==> src/rtl/round_controller.sv <==
// round_controller: sequencing FSM for the cipher round datapath.
// Accepts a block on in_valid/in_ready, runs NUM_ROUNDS round cycles, then
// presents completion on out_valid/out_ready.
// Optional build macro ROUND_STALL_EN adds a 'stall' input that freezes
// round progress while asserted in the ROUND state.
module round_controller #(
  parameter int NUM_ROUNDS = 16,
  parameter int RND_BITS   = 5
) (
  input  logic                clk,
  input  logic                n_rst,
`ifdef ROUND_STALL_EN
  input  logic                stall,
`endif
  input  logic                in_valid,
  output logic                in_ready,
  input  logic                ed_sel,
  input  logic                abort,
  output logic                load_data,
  output logic                cnt_clear,
  output logic                cnt_enable,
  output logic                round_en,
  output logic                final_round,
  output logic [RND_BITS-1:0] round_num,
  output logic                mode,
  output logic                out_valid,
  input  logic                out_ready,
  output logic                busy
);

  typedef enum logic [1:0] {
    S_IDLE  = 2'd0,
    S_LOAD  = 2'd1,
    S_ROUND = 2'd2,
    S_DONE  = 2'd3
  } state_t;

  localparam logic [RND_BITS-1:0] ROUNDS_C = RND_BITS'(NUM_ROUNDS);
  localparam logic [RND_BITS-1:0] ONE_C    = RND_BITS'(1);

  state_t              state_q, state_d;
  logic                mode_q, mode_d;
  logic [RND_BITS-1:0] remaining_q, remaining_d;
  logic [RND_BITS-1:0] round_num_q, round_num_d;
  logic                in_ready_q, in_ready_d;
  logic                busy_q, busy_d;
  logic                round_act_q, round_act_d;
  logic                final_q, final_d;
  logic                out_valid_q, out_valid_d;

  logic                stall_w;
  logic                accept;
  logic                kill;

`ifdef ROUND_STALL_EN
  assign stall_w = stall;
`else
  assign stall_w = 1'b0;
`endif

  // Accept only from IDLE, never under abort, and never while reset is held.
  assign accept = n_rst && (state_q == S_IDLE) && in_valid && !abort;
  // Abort cancels any in-flight operation; it is a no-op in IDLE.
  assign kill   = n_rst && (state_q != S_IDLE) && abort;

  assign load_data   = accept;
  assign cnt_clear   = accept | kill;
  assign in_ready    = in_ready_q;
  assign busy        = busy_q;
  assign out_valid   = out_valid_q;
  assign mode        = mode_q;
  assign round_num   = round_num_q;
  // A stalled round cycle does no work, so the round strobes are masked.
  assign round_en    = round_act_q & ~stall_w;
  assign cnt_enable  = round_act_q & ~stall_w;
  assign final_round = final_q & ~stall_w;

  // Next-state, round bookkeeping and next values of the registered outputs.
  always_comb begin
    state_d     = state_q;
    mode_d      = mode_q;
    remaining_d = remaining_q;
    round_num_d = round_num_q;

    case (state_q)
      S_IDLE: begin
        if (accept) begin
          mode_d  = ed_sel;
          state_d = S_LOAD;
        end
      end
      S_LOAD: begin
        state_d     = S_ROUND;
        remaining_d = ROUNDS_C;
        round_num_d = mode_q ? ROUNDS_C : ONE_C;
      end
      S_ROUND: begin
        if (!stall_w) begin
          remaining_d = remaining_q - ONE_C;
          if (remaining_q == ONE_C) begin
            // Last round: round_num keeps the final index through DONE.
            state_d = S_DONE;
          end else begin
            round_num_d = mode_q ? (round_num_q - ONE_C) : (round_num_q + ONE_C);
          end
        end
      end
      S_DONE: begin
        if (out_ready) begin
          state_d = S_IDLE;
        end
      end
      default: state_d = S_IDLE;
    endcase

    if (kill) begin
      state_d = S_IDLE;
    end

    // Moore outputs are registered from the next state so they line up
    // with the state they describe.
    in_ready_d  = (state_d == S_IDLE);
    busy_d      = (state_d != S_IDLE);
    round_act_d = (state_d == S_ROUND);
    final_d     = (state_d == S_ROUND) && (remaining_d == ONE_C);
    out_valid_d = (state_d == S_DONE);
  end

  // State and registered-output flops, cleared asynchronously to IDLE.
  always_ff @(posedge clk or negedge n_rst) begin
    if (!n_rst) begin
      state_q     <= S_IDLE;
      mode_q      <= 1'b0;
      remaining_q <= '0;
      round_num_q <= '0;
      in_ready_q  <= 1'b1;
      busy_q      <= 1'b0;
      round_act_q <= 1'b0;
      final_q     <= 1'b0;
      out_valid_q <= 1'b0;
    end else begin
      state_q     <= state_d;
      mode_q      <= mode_d;
      remaining_q <= remaining_d;
      round_num_q <= round_num_d;
      in_ready_q  <= in_ready_d;
      busy_q      <= busy_d;
      round_act_q <= round_act_d;
      final_q     <= final_d;
      out_valid_q <= out_valid_d;
    end
  end

endmodule

==> config.mk <==
export PLATFORM = sky130hd
export DESIGN_NAME = round_controller
export DESIGN_NICKNAME = d
export VERILOG_FILES = /design/src/rtl/round_controller.sv
export SDC_FILE = /design/constraint.sdc
export NUM_CORES = 1
export LEC_CHECK = 0
export ABC_CLOCK_PERIOD_IN_PS = 3050
export CAP_MARGIN = 15
export CORE_MARGIN = 3
export CORE_UTILIZATION = 55
export CTS_CLUSTER_SIZE = 10
export DETAILED_ROUTE_END_ITERATION = 7
export GPL_TIMING_DRIVEN = 0
export PLACE_DENSITY = 0.93
export SETUP_SLACK_MARGIN = 0.1
export SLEW_MARGIN = 20
export SYNTH_ARGS = -nofsm -noshare
export SYNTH_HDL_FRONTEND = slang
export SYNTH_SLANG_ARGS = --single-unit
==> constraint.sdc <==
create_clock -name clk -period 3.05 [get_ports clk]
set_input_delay 0.305 -clock clk [delete_from_list [all_inputs] [get_ports clk]]
set_output_delay 0.305 -clock clk [all_outputs]
set_load 0.05 [all_outputs]
== Word level (Yosys, flattened, before mapping) ==
Cells that the tools add are included.

* Add/sub/neg operators: 3
* Equality and inequality tests: 8
* Multiplexer cells: 10
* Reductions and logical operators: 14
* Bitwise gates (word level): 1

{| class="wikitable"
|+ Operator list
! cell !! count
|-
| 5-bit case mux with 2 select lines || 2
|-
| 5-bit 2-to-1 mux || 3
|-
| 5-bit by 1-bit == test with 1-bit output (second input constant) || 2
|-
| 5-bit by 1-bit subtractor with 5-bit output (second input constant) || 2
|-
| 2-bit == test (second input constant) || 4
|-
| 2-bit 2-to-1 mux || 4
|-
| 2-bit case mux with 4 select lines || 1
|-
| 1-bit logical AND || 6
|-
| 2-bit nonzero test || 3
|-
| 5-bit by 1-bit adder with 5-bit output (second input constant) || 1
|-
| 2-bit logical NOT || 2
|-
| 2-bit AND reduction || 2
|-
| 2-bit by 1-bit == test with 1-bit output (second input constant) || 1
|-
| 2-bit inequality test (second input constant) || 1
|-
| 1-bit logical NOT || 1
|-
| 1-bit bitwise OR || 1
|}

* Input port bits: 6
* Register bits: 18
* Word-level logic and storage cells: 45
* Output and inout port bits: 14

== Depth between registers and ports, before layout ==
* Word-level depth: 9
* Mapped depth: 8
* Mapped depth without buffers: 7

== Worst setup path before layout ==
Ideal clock, no wire load.

* Path type: reg-to-reg
* From: register mode_q, in the netlist mode
* To: register round_num_q[4], in the netlist round_num[4]
* Library setup time: 0.131 ns
* Data arrival time: 1.796 ns
* Period minus slack after synthesis: 1.928 ns
* Required time: 2.919 ns
* Path slack: 1.122 ns
* Buffers on the path: 0
* Stages on the path, launching flop included: 8
* Path through: dfrtp_1 > inv_1 > fa_1 > nand2b_1 > o2bb2ai_1 > o21ai_0 > nor2b_1 > nand4_1

* Longest elaborated chain between the ends: 3
* Elaborated cells on any way between the ends: 4
* Those cells by class: mux (4)

{| class="wikitable"
|+ Ends and longest elaborated chain
! element !! line !! RTL
|-
| from (decl) || 42 || <nowiki>logic mode_q, mode_d;</nowiki>
|-
| from (signal assigned) || 143 || <nowiki>mode_q <= mode_d;</nowiki>
|-
| 5-bit 2-to-1 mux || 104 || <nowiki>round_num_d = mode_q ? (round_num_q - ONE_C) : (round_num_q + ONE_C);</nowiki>
|-
| 5-bit 2-to-1 mux || 100 || <nowiki>if (remaining_q == ONE_C) begin</nowiki>
|-
| 5-bit case mux with 2 select lines (*) || 85 || <nowiki>case (state_q)</nowiki>
|-
| to (signal assigned) || 145 || <nowiki>round_num_q <= round_num_d;</nowiki>
|-
| to (decl) || 44 || <nowiki>logic [RND_BITS-1:0] round_num_q, round_num_d;</nowiki>
|}

Every way passes the cells marked *; elsewhere a longest branch is shown, timed or not. The select of a mux whose other input is x is not followed.
A chain may end at the register's enable or synchronous reset.

== Final worst setup path ==
* From: register state_q[0]
* To: output port cnt_clear

* Longest elaborated chain between the ends: 5
* Elaborated cells on any way between the ends: 8
* Those cells by class: bitwise (1); reduce/logical (7)

{| class="wikitable"
|+ Ends and longest elaborated chain
! element !! line !! RTL
|-
| from (decl) || 41 || <nowiki>state_t state_q, state_d;</nowiki>
|-
| from (signal assigned) || 142 || <nowiki>state_q <= state_d;</nowiki>
|-
| 2-bit logical NOT || 62 || <nowiki>assign accept = n_rst && (state_q == S_IDLE) && in_valid && !abort;</nowiki>
|-
| 1-bit logical AND (3 in series) || 62 ||
|-
| 1-bit bitwise OR (*) || 67 || <nowiki>assign cnt_clear = accept | kill;</nowiki>
|-
| to (decl) || 20 || <nowiki>output logic cnt_clear,</nowiki>
|}

Every way passes the cells marked *; elsewhere a longest branch is shown, timed or not.

==> metrics <==
vias in the first global route 924; Setup TNS Final 0 ns; Synth Cell Area 1110 um2; largest net degree at the start of global routing 22; vias 925; synth top area cells dfrtp_1 38%, ha_1 10%, o21ai_0 4.9%, inv_1 3.4%, nand2_1 3.0%; CP arrival around 2.4 ns; DR WL/cell ~14 um; I/O Pins 20; crit end category output pin; FF/Latch Area 452 um2; die area 2600 um2; Worst R2R Start state_q[0]; Post-CTS Setup Inserts 0; maxcap violations 0; synth warn 0; CP Launch Type register; HPWL after DPL approximately 1800 um; initial antenna violation count 0; Lkg Pwr 0.610 nW; endpoints failing setup 0; Max FO, Critical Path 7; PostCTS Resize Cnt 1; pwr/cell area 1060 nW/um2; Worst-path clk slew 0.11 ns; switching part of the total power 0.488; hold_buf cts 0; CTS tree done; Final Max Slew Viols 0; Layout Area Growth over Synthesis 23.6%; GRT Residual Overflow 0; Worst-Margin Slew a little under 1 ns; clock buffer depth 2; cell-internal power 0.746 mW; Tcrit/Tclk final 0.885; worst-case clock skew 0.00549 ns; sequential fraction of design power 0.283; unrepaired setup endpoints after global routing false; share of flip-flops with an asynchronous set or reset 1.00; Post-synth EDFFs 0; Synth Net Count 132; clock share of power 0.103; final hold vios 0; leading area contributor after synthesis dfrtp_1; core area between 1500 and 2000 um2; total CTS buffers 3; maximum VDD drop about 0.65 mV; Comb pwr share 0.614; Detailed Routing Iterations Pass 1 4; required time of the critical path 2.74 ns; worst hold path class input pin to async pin; DR iter-0 viols 10; # rows 15; total track usage 0.209; Multi-input gate area 616 um2; Yosys cell types 38; global-route wire length before repair ~4000 um; switching pwr 0.711 mW; outcome finished, final reports clean; R2R Path End busy; crit path from state_q[0]; RePlAce Congestion 0.803; Achievable Freq 371 MHz; Syn Inst Count 116; post-synthesis sequential area ratio 0.406; min cycle time layout 2.70 ns; ant diodes 0; Rel. slew slack 0.360; critical path class register to output pin; top_reg_cell synth dfrtp_1; worst reg2reg path depth 8; CTS sink count 18; DRC errors left 0; reg-to-reg slack, setup 0.72 ns; Yosys reg bits 18; Starting Density 0.612; crit path to cnt_clear; clk root buf clkbuf_4; WL final about 2300 um; Die H 51.0 um; Syn Area/Cell 9.60 um2; latest clock arrival within the worst-skew pair 0.30 ns; Fillers 136; Die W 51.0 um; drt via density 5.64; layout cells sized above 1 0.0719; post-synth top area share 0.382; port bufs 19; Routed Antenna Nets 0; layout net count approximately 160; H-tree levels 1; Final Power 1.46 mW
how the worst min path moves through the flow:
stage | startpoint | to | depth (start not counted)
finish | n_rst | round_num[3] | 1
global route | n_rst | mode | 1
CTS | n_rst | round_num[3] | 1
detailed placement | round_num[2] | round_num[2] | 2
global placement | round_num[2] | round_num[2] | 2
floorplan | n_rst | busy | 0
cell type report:
cell class | instances | area share
buffer | 3 | 0.0109
timing repair buffer | 19 | 0.137
clock buffer | 4 | 0.0264
sequential | 18 | 0.328
multi-input combinational | 85 | 0.447
inverter | 10 | 0.0273
tap | 25 | 0.0227
synthesized netlist by cell type, drive strengths merged, types with 3 or more instances:
library cell  instances
dfrtp                17
o21ai                11
inv                  10
ha                    9
nand2                 9
nor2                  6
a21oi                 4
nand3                 4
o21a                  4
nand2b                3
nor2b                 3
nor4b                 3
routing by layer:
layer / vias to the layer above / part of all wire / GRT usage
met5: - / 0 / 0
met2: 18 / 0.52 / 0.363
met3: 2 / 0.039 / 0.0700
met1: 450 / 0.44 / 0.237
met4: 0 / 0.0043 / 0.0717
li1: 455 / - / -
per-stage QoR:
| step | instances | cell area (um2) | utilization | worst slack, ns | hold WS [ns] |
|---|---|---|---|---|---|
| after floorplan | 116 | 1110 | - | 1.12 | 0.00941 |
| after global placement | 160 | 1340 | 0.733 | 0.116 | 0.530 |
| after detailed placement | 160 | 1340 | 0.733 | 0.0826 | 0.531 |
| after CTS | 164 | 1370 | 0.753 | 0.342 | 0.276 |
| after global routing | 164 | 1380 | 0.756 | 0.222 | 0.299 |
| final | 164 | 1380 | 0.756 | 0.352 | 0.259 |
state kept, by name, indices dropped and copies added (netlist names):
| name | count |
|---|---|
| in_ready | 1 |
| round_num | 5 |
| final_round | 1 |
| state_q | 2 |
| out_valid | 1 |
| busy | 1 |
| remaining_q | 5 |
| cnt_enable | 1 |
| mode | 1 |
power by group through the flow:
| stage | sequential (mW) | clock, mW | combinational (mW) |
|---|---|---|---|
| 2_1_floorplan | 0.584 | 0 | 0.475 |
| 3_3_place_gp | 0.408 | 0 | 0.858 |
| 3_5_place_dp | 0.417 | 0 | 0.897 |
| 4_1_cts | 0.410 | 0.153 | 0.900 |
| 5_1_grt | 0.429 | 0.164 | 0.986 |
| 6_report | 0.412 | 0.150 | 0.895 |
kinds of logic (layout without fill, tap and decap cells):
logic type      Yosys count  count (layout)  share of synthesized area
mux                       1               1                    0.00899
buf+inv                  13              36                     0.0472
xor+xnor                  2               2                     0.0157
fa+ha+maj                10              10                      0.119
compound gates           29              29                      0.183
flops                    18              18                      0.406
simple gates             43              43                      0.220
critical path, cell delays in order, from the launching register on:
cell and delay (ns):
dfrtp_1 0.42, inv_1 0.10, ha_1 0.28, nor2b_1 0.29, o21a_1 0.19, clkdlybuf4s50_1 0.81
placed cells by master (no fill, tap or decap), drive strengths merged, types with 2 or more instances in the layout:
master         Yosys  layout
clkdlybuf4s50      0      18
dfrtp             17      17
o21ai             11      11
inv               10      10
nand2              9       9
ha                 9       9
nor2               6       6
clkbuf             2       6
nand3              4       4
o21a               4       4
a21oi              4       4
nand2b             3       3
nor2b              3       3
nor4b              3       3
nor3               2       2
o22ai              2       2
o2bb2ai            2       2
or3                2       2
nand4              2       2
xor2               2       2
Power figures use the tool's default switching activity.
==> edit 1 (same flow settings) <==
Reset style: synchronous (`n_rst`), changed in one clocked block. Comments in the files are not updated.
--- a/src/rtl/round_controller.sv
+++ b/src/rtl/round_controller.sv
@@ -127,7 +127,7 @@
   end
 
   // State and registered-output flops, cleared asynchronously to IDLE.
-  always_ff @(posedge clk or negedge n_rst) begin
+  always_ff @(posedge clk) begin
     if (!n_rst) begin
       state_q     <= S_IDLE;
       mode_q      <= 1'b0;
Formal check against the unedited RTL: differs if n_rst is asserted again (counterexample within 4 cycles, from zero or initial values and one cycle with n_rst low); with n_rst held inactive, the same outputs for 10 cycles.
==> edit 1 against the unedited design <==
  * Design area rose by 1.4%
  * Sequential cell count unchanged
  * Count of clock-buffer cells in the layout stayed put
  * Wire length grew 4.7%
  * Worst hold slack improved by 0.14 ns
  * First-iteration DRC count up 70%
  * Via count grew 6.6%
  * Area after synthesis grew 3.0%
  * Maximum frequency up 1.5%
  * Critical path type unchanged
  * Setup slack improved by 0.041 ns
Power is left out: it rests on default switching activity, and per cell area and clock period it moved more than threefold.
==> edit 1: results (changes against the unedited design) <==
Share of layout cells above drive strength 1 -> 0.0884 (was 0.0719)
# port buffers -> 18 (was 19)
Area share of fa/ha/maj cells after synthesis -> 0.116 (was 0.119)
Syn Inst Count -> 125 (was 116)
DR WL/cell -> 14.0 um (about the same)
Syn Nets -> 141 (was 132)
Sequential area share after synthesis -> 0.314 (was 0.406)
Hold WC Path Type -> in -> reg (was in -> async)
Placed insts -> 168 (was 160)
Placer congestion estimate -> 0.834 (was 0.803)
Worst-Margin Slew -> 0.542 ns (was 0.961 ns)
Predominant post-synthesis flop cell -> dfxtp_1 (was dfrtp_1)
Final WL -> 2410 um (was 2300 um)
First-pass GRT wire length -> 4040 um (was 4030 um)
Multiplexer share of the synthesized area -> 0.0382 (was 0.00899)
GR Util met3 -> 0.0315 (was 0.0700)
Compound-Gate Fraction of Synth Area -> 0.232 (was 0.183)
Nets -> 164 (was 156)
Post-synth ARST share -> 0 (was 1.00)
Worst endpoint data arrival time -> 2.35 ns (was 2.39 ns)
Vias after detailed routing -> 986 (was 925)
Worst clock skew -> 0.00385 ns (was 0.00549 ns)
GRT Total Usage -> 0.204 (was 0.209)
Xor/xnor share of the synthesized area -> 0.0153 (was 0.0157)
DRT iter0 DRCs -> 17 (was 10)
Distinct cell type count after synthesis -> 47 (was 38)
Vias in the first global route -> 937 (was 924)
CTS Root Buffer Type -> clkbuf_4 (unchanged)
Met1 Resource Use GR -> 0.251 (was 0.237)
Status -> finished clean (unchanged)
Met2 usage -> 0.320 (was 0.363)
Largest net degree at the start of global routing -> 11 (was 22)
Place WS -> 0.688 ns (was 0.0826 ns)
-- edit 1: final cells by class --
class	instances	area, um2
flip-flops and latches	18	360
clock buffers	4	36.3
repair buffers	18	180
inverters	10	37.5
multi-input cells	90	704
well taps	25	31.3
fillers	143	444
plain buffers	7	45.0
-- edit 1: path summary, 6_finish.rpt --
kind | start | end | slack, ns | cells past startpoint
worst min-delay path | n_rst | remaining_q[0]$_SDFF_PN0_ | 0.40 | 2
worst max-delay path | state_q[0]$_SDFF_PN0_ | cnt_clear | 0.39 | 5
worst min register to register | round_num[0]$_SDFFE_PN0P_ | round_num[0]$_SDFFE_PN0P_ | 0.53 | 2
worst max register to register | mode$_SDFFE_PN0P_ | round_num[4]$_SDFFE_PN0P_ | 1.06 | 6
-- edit 1: cell families after synthesis --
group	after synthesis
buf+inv	17
simple gates	40
xor+xnor	2
mux	3
compound gates	35
fa+ha+maj	10
flops	18
-- edit 1: per-stage QoR --
| step | util | instance area [um2] |
|---|---|---|
| final | 0.759 | 1400 |
| after global placement | 0.739 | 1360 |
| after CTS | 0.759 | 1400 |
| after floorplan | - | 1150 |
| after global routing | 0.759 | 1400 |
| after detailed placement | 0.739 | 1360 |
-- edit 1: worst max-delay path, cell delays in order (launching register included) --
cell and delay [ns]:
dfxtp_1 0.42, inv_1 0.09, ha_1 0.29, nand2b_1 0.23, a21boi_0 0.19, clkdlybuf4s50_1 0.82
-- edit 1: layer usage --
metal	wire length (um)	part of all wire
met3	72	0.030
met1	1160	0.48
met2	1130	0.47
met5	0	0
met4	53	0.022
==> edit 2 (same settings) <==
Made on the original files. Add a define of `ROUND_STALL_EN`.
--- a/src/rtl/round_controller.sv
+++ b/src/rtl/round_controller.sv
@@ -3,6 +3,8 @@
 // presents completion on out_valid/out_ready.
 // Optional build macro ROUND_STALL_EN adds a 'stall' input that freezes
 // round progress while asserted in the ROUND state.
+`define ROUND_STALL_EN
+
 module round_controller #(
   parameter int NUM_ROUNDS = 16,
   parameter int RND_BITS   = 5
Interface: changed (added stall); port bits go from 20 to 21. No check against the original RTL was run, so the function may have changed too.
==> edit 2 against the unedited design <==
  * Sequential share of layout area is 0.84 points lower
  * Design area is 2.6% higher
  * Clock skew is 0.0011 ns lower
  * Register-to-register slack better by 0.03 ns
  * Via count is 9.3% higher
  * Setup slack better by 0.13 ns
  * Area after synthesis is 2.8% higher
  * Global-route usage is 0.99 points higher
  * Power is 14% higher
  * Wire length is 10% higher
  * Sequential cell count stayed put
  * Count of clock-buffer cells in the layout stayed put
  * Largest power group unchanged
  * Largest cell class unchanged
==> edit 2: results (changes against the unedited design) <==
Post-synth ARST share -> 1.00 (unchanged)
Share of layout cells above drive strength 1 -> 0.0805 (was 0.0719)
1st-pass router iterations -> 4 (unchanged)
Vias after detailed routing -> 1011 (was 925)
H-tree levels -> 1 (unchanged)
Ys Warns -> 0 (unchanged)
Leak -> 0.680 nW (was 0.610 nW)
Synth top cells by count -> dfrtp_1 (17), inv_1 (13), nand2_1 (12) (was dfrtp_1 (17), o21ai_0 (11), inv_1 (10))
Nets -> 168 (was 156)
Clock transition at path regs -> 0.11 ns (about the same)
Crit path max fanout -> 20 (was 7)
Dpl cell area -> 1370 um2 (was 1340 um2)
# port buffers -> 19 (unchanged)
Hpwl dp -> 1860 um (was 1790 um)
Ant. Diodes -> 0 (unchanged)
Final Instance Count excl. Fillers -> 174 (was 164)
Critical path's top delay family -> buffers and inverters (unchanged)
Largest net degree at the start of global routing -> 21 (was 22)
Distinct cell type count after synthesis -> 39 (was 38)
# Post-CTS Setup Buffers -> 0 (unchanged)
DRT iter0 DRCs -> 30 (was 10)
Syn Area/Cell -> 9.16 um2 (was 9.60 um2)
Worst VDD drop -> 0.000794 V (was 0.000650 V)
TritonCTS buffer count -> 3 (unchanged)
Worst endpoint data arrival time -> 2.26 ns (was 2.39 ns)
Sequential area share after synthesis -> 0.395 (was 0.406)
Status -> finished clean (unchanged)
Area contributors post-synth -> dfrtp_1 (37%), ha_1 (11%), o21ai_0 (4.8%), inv_1 (4.3%), nand2_1 (3.9%) (was dfrtp_1 (38%), ha_1 (10%), o21ai_0 (4.9%), inv_1 (3.4%), nand2_1 (3.0%))
Max-slew headroom -> 0.660 (was 0.360)
Clk_lat worst skew -> 0.30 ns (about the same)
Placer congestion estimate -> 0.835 (was 0.803)
Syn Nets -> 143 (was 132)
Initial antenna violation count -> 0 (unchanged)
Final WL -> 2540 um (was 2300 um)
Delay of the slowest critical-path stage -> 0.52 ns (was 0.81 ns)
CTS Root Buffer Type -> clkbuf_4 (unchanged)
First-pass GRT wire length -> 4340 um (was 4030 um)
Worst clock skew -> 0.00436 ns (was 0.00549 ns)
GRT Total Usage -> 0.219 (was 0.209)
Hold WC Path Type -> in -> async (unchanged)
Cell at the slowest stage of the critical path -> dlygate4sd3_1 (was clkdlybuf4s50_1)
Predominant post-synthesis flop cell -> dfrtp_1 (unchanged)
Layout area overhead -> 23.4% (was 23.6%)
Fill count -> 142 (was 136)
-- edit 2: cell count changes after synthesis, sizes merged, moves of 3 or more --
cell   change
inv        +4
nor2b      +3
nor4b      -3
o21a       -4
nand2      +3
-- edit 2: routing by layer --
| layer | up-vias | wire, um | global-route usage |
|---|---|---|---|
| met5 | - | 0 | 0 |
| met4 | 0 | 31 | 0.0699 |
| met3 | 4 | 164 | 0.0602 |
| met2 | 37 | 1340 | 0.394 |
| met1 | 487 | 1010 | 0.247 |
| li1 | 483 | - | - |
-- edit 2: kinds of logic (layout without fill, tap and decap cells) --
family                   count (synthesis)  in the layout  synth area share
AND/OR/NAND/NOR                         45             45             0.205
adder cells (fa/ha/maj)                 11             11             0.127
buffers and inverters                   18             42            0.0634
XOR/XNOR                                 4              4            0.0306
flip-flops                              18             18             0.395
multiplexers                             3              3            0.0273
AO/OA/AOI/OAI                           26             26             0.152
-- edit 2: path summary, 6_finish.rpt --
kind | startpoint | endpoint | slack, ns | cells after the start
setup reg to reg | state_q[0]$_DFF_PN0_ | final_q$_DFF_PN0_ | 0.75 | 8
hold / removal | n_rst | round_num[3]$_DFFE_PN0P_ | 0.48 | 2
setup / recovery | n_rst | cnt_clear | 0.48 | 6
max in group asynchronous | n_rst | in_ready$_DFF_PN1_ | 2.22 | 2
min in group clk | stall | remaining_q[1]$_DFF_PN0_ | 0.48 | 5
hold reg to reg | round_num[3]$_DFFE_PN0P_ | round_num[3]$_DFFE_PN0P_ | 0.56 | 2
-- edit 2: report_power, final --
group	switching, W	total, W	internal (W)
combinational	0.000666	0.00107	0.000404
clock	0.0000774	0.000150	0.0000728
sequential	0.000100	0.000444	0.000344
total	0.000844	0.00167	0.000821
-- edit 2: per-stage QoR --
stage | hold slack, ns | setup slack, ns
2_1_floorplan | 0.00941 | 0.965
3_3_place_gp | 0.523 | -0.0432
3_5_place_dp | 0.534 | -0.125
4_1_cts | 0.245 | 0.156
5_1_grt | 0.494 | 0.309
6_report | 0.481 | 0.480
-- edit 2: worst reg2reg max path: cells and delay by family (launching register included) --
kind	cells	cell delay, ns
xor gates and xnor gates	1	0.21
adders and majority gates	1	0.30
buffers and inverters	2	0.42
DFF	1	0.43
and+or+nand+nor	4	0.83
-- edit 2: final cells by class --
cell class | count | share of cell area
clock buffers | 4 | 0.0257
repair buffers | 20 | 0.142
well taps | 25 | 0.0221
flip-flops and latches | 18 | 0.320
inverters | 14 | 0.0372
multi-input cells | 89 | 0.439
plain buffers | 4 | 0.0142
-- edit 2: timing repair --
item,in CTS,in global routing
hold endpoints to repair,0,17
setup endpoints to repair,2,2
hold buffers,0,1
pin swaps,0,0
gates resized for setup,1,4
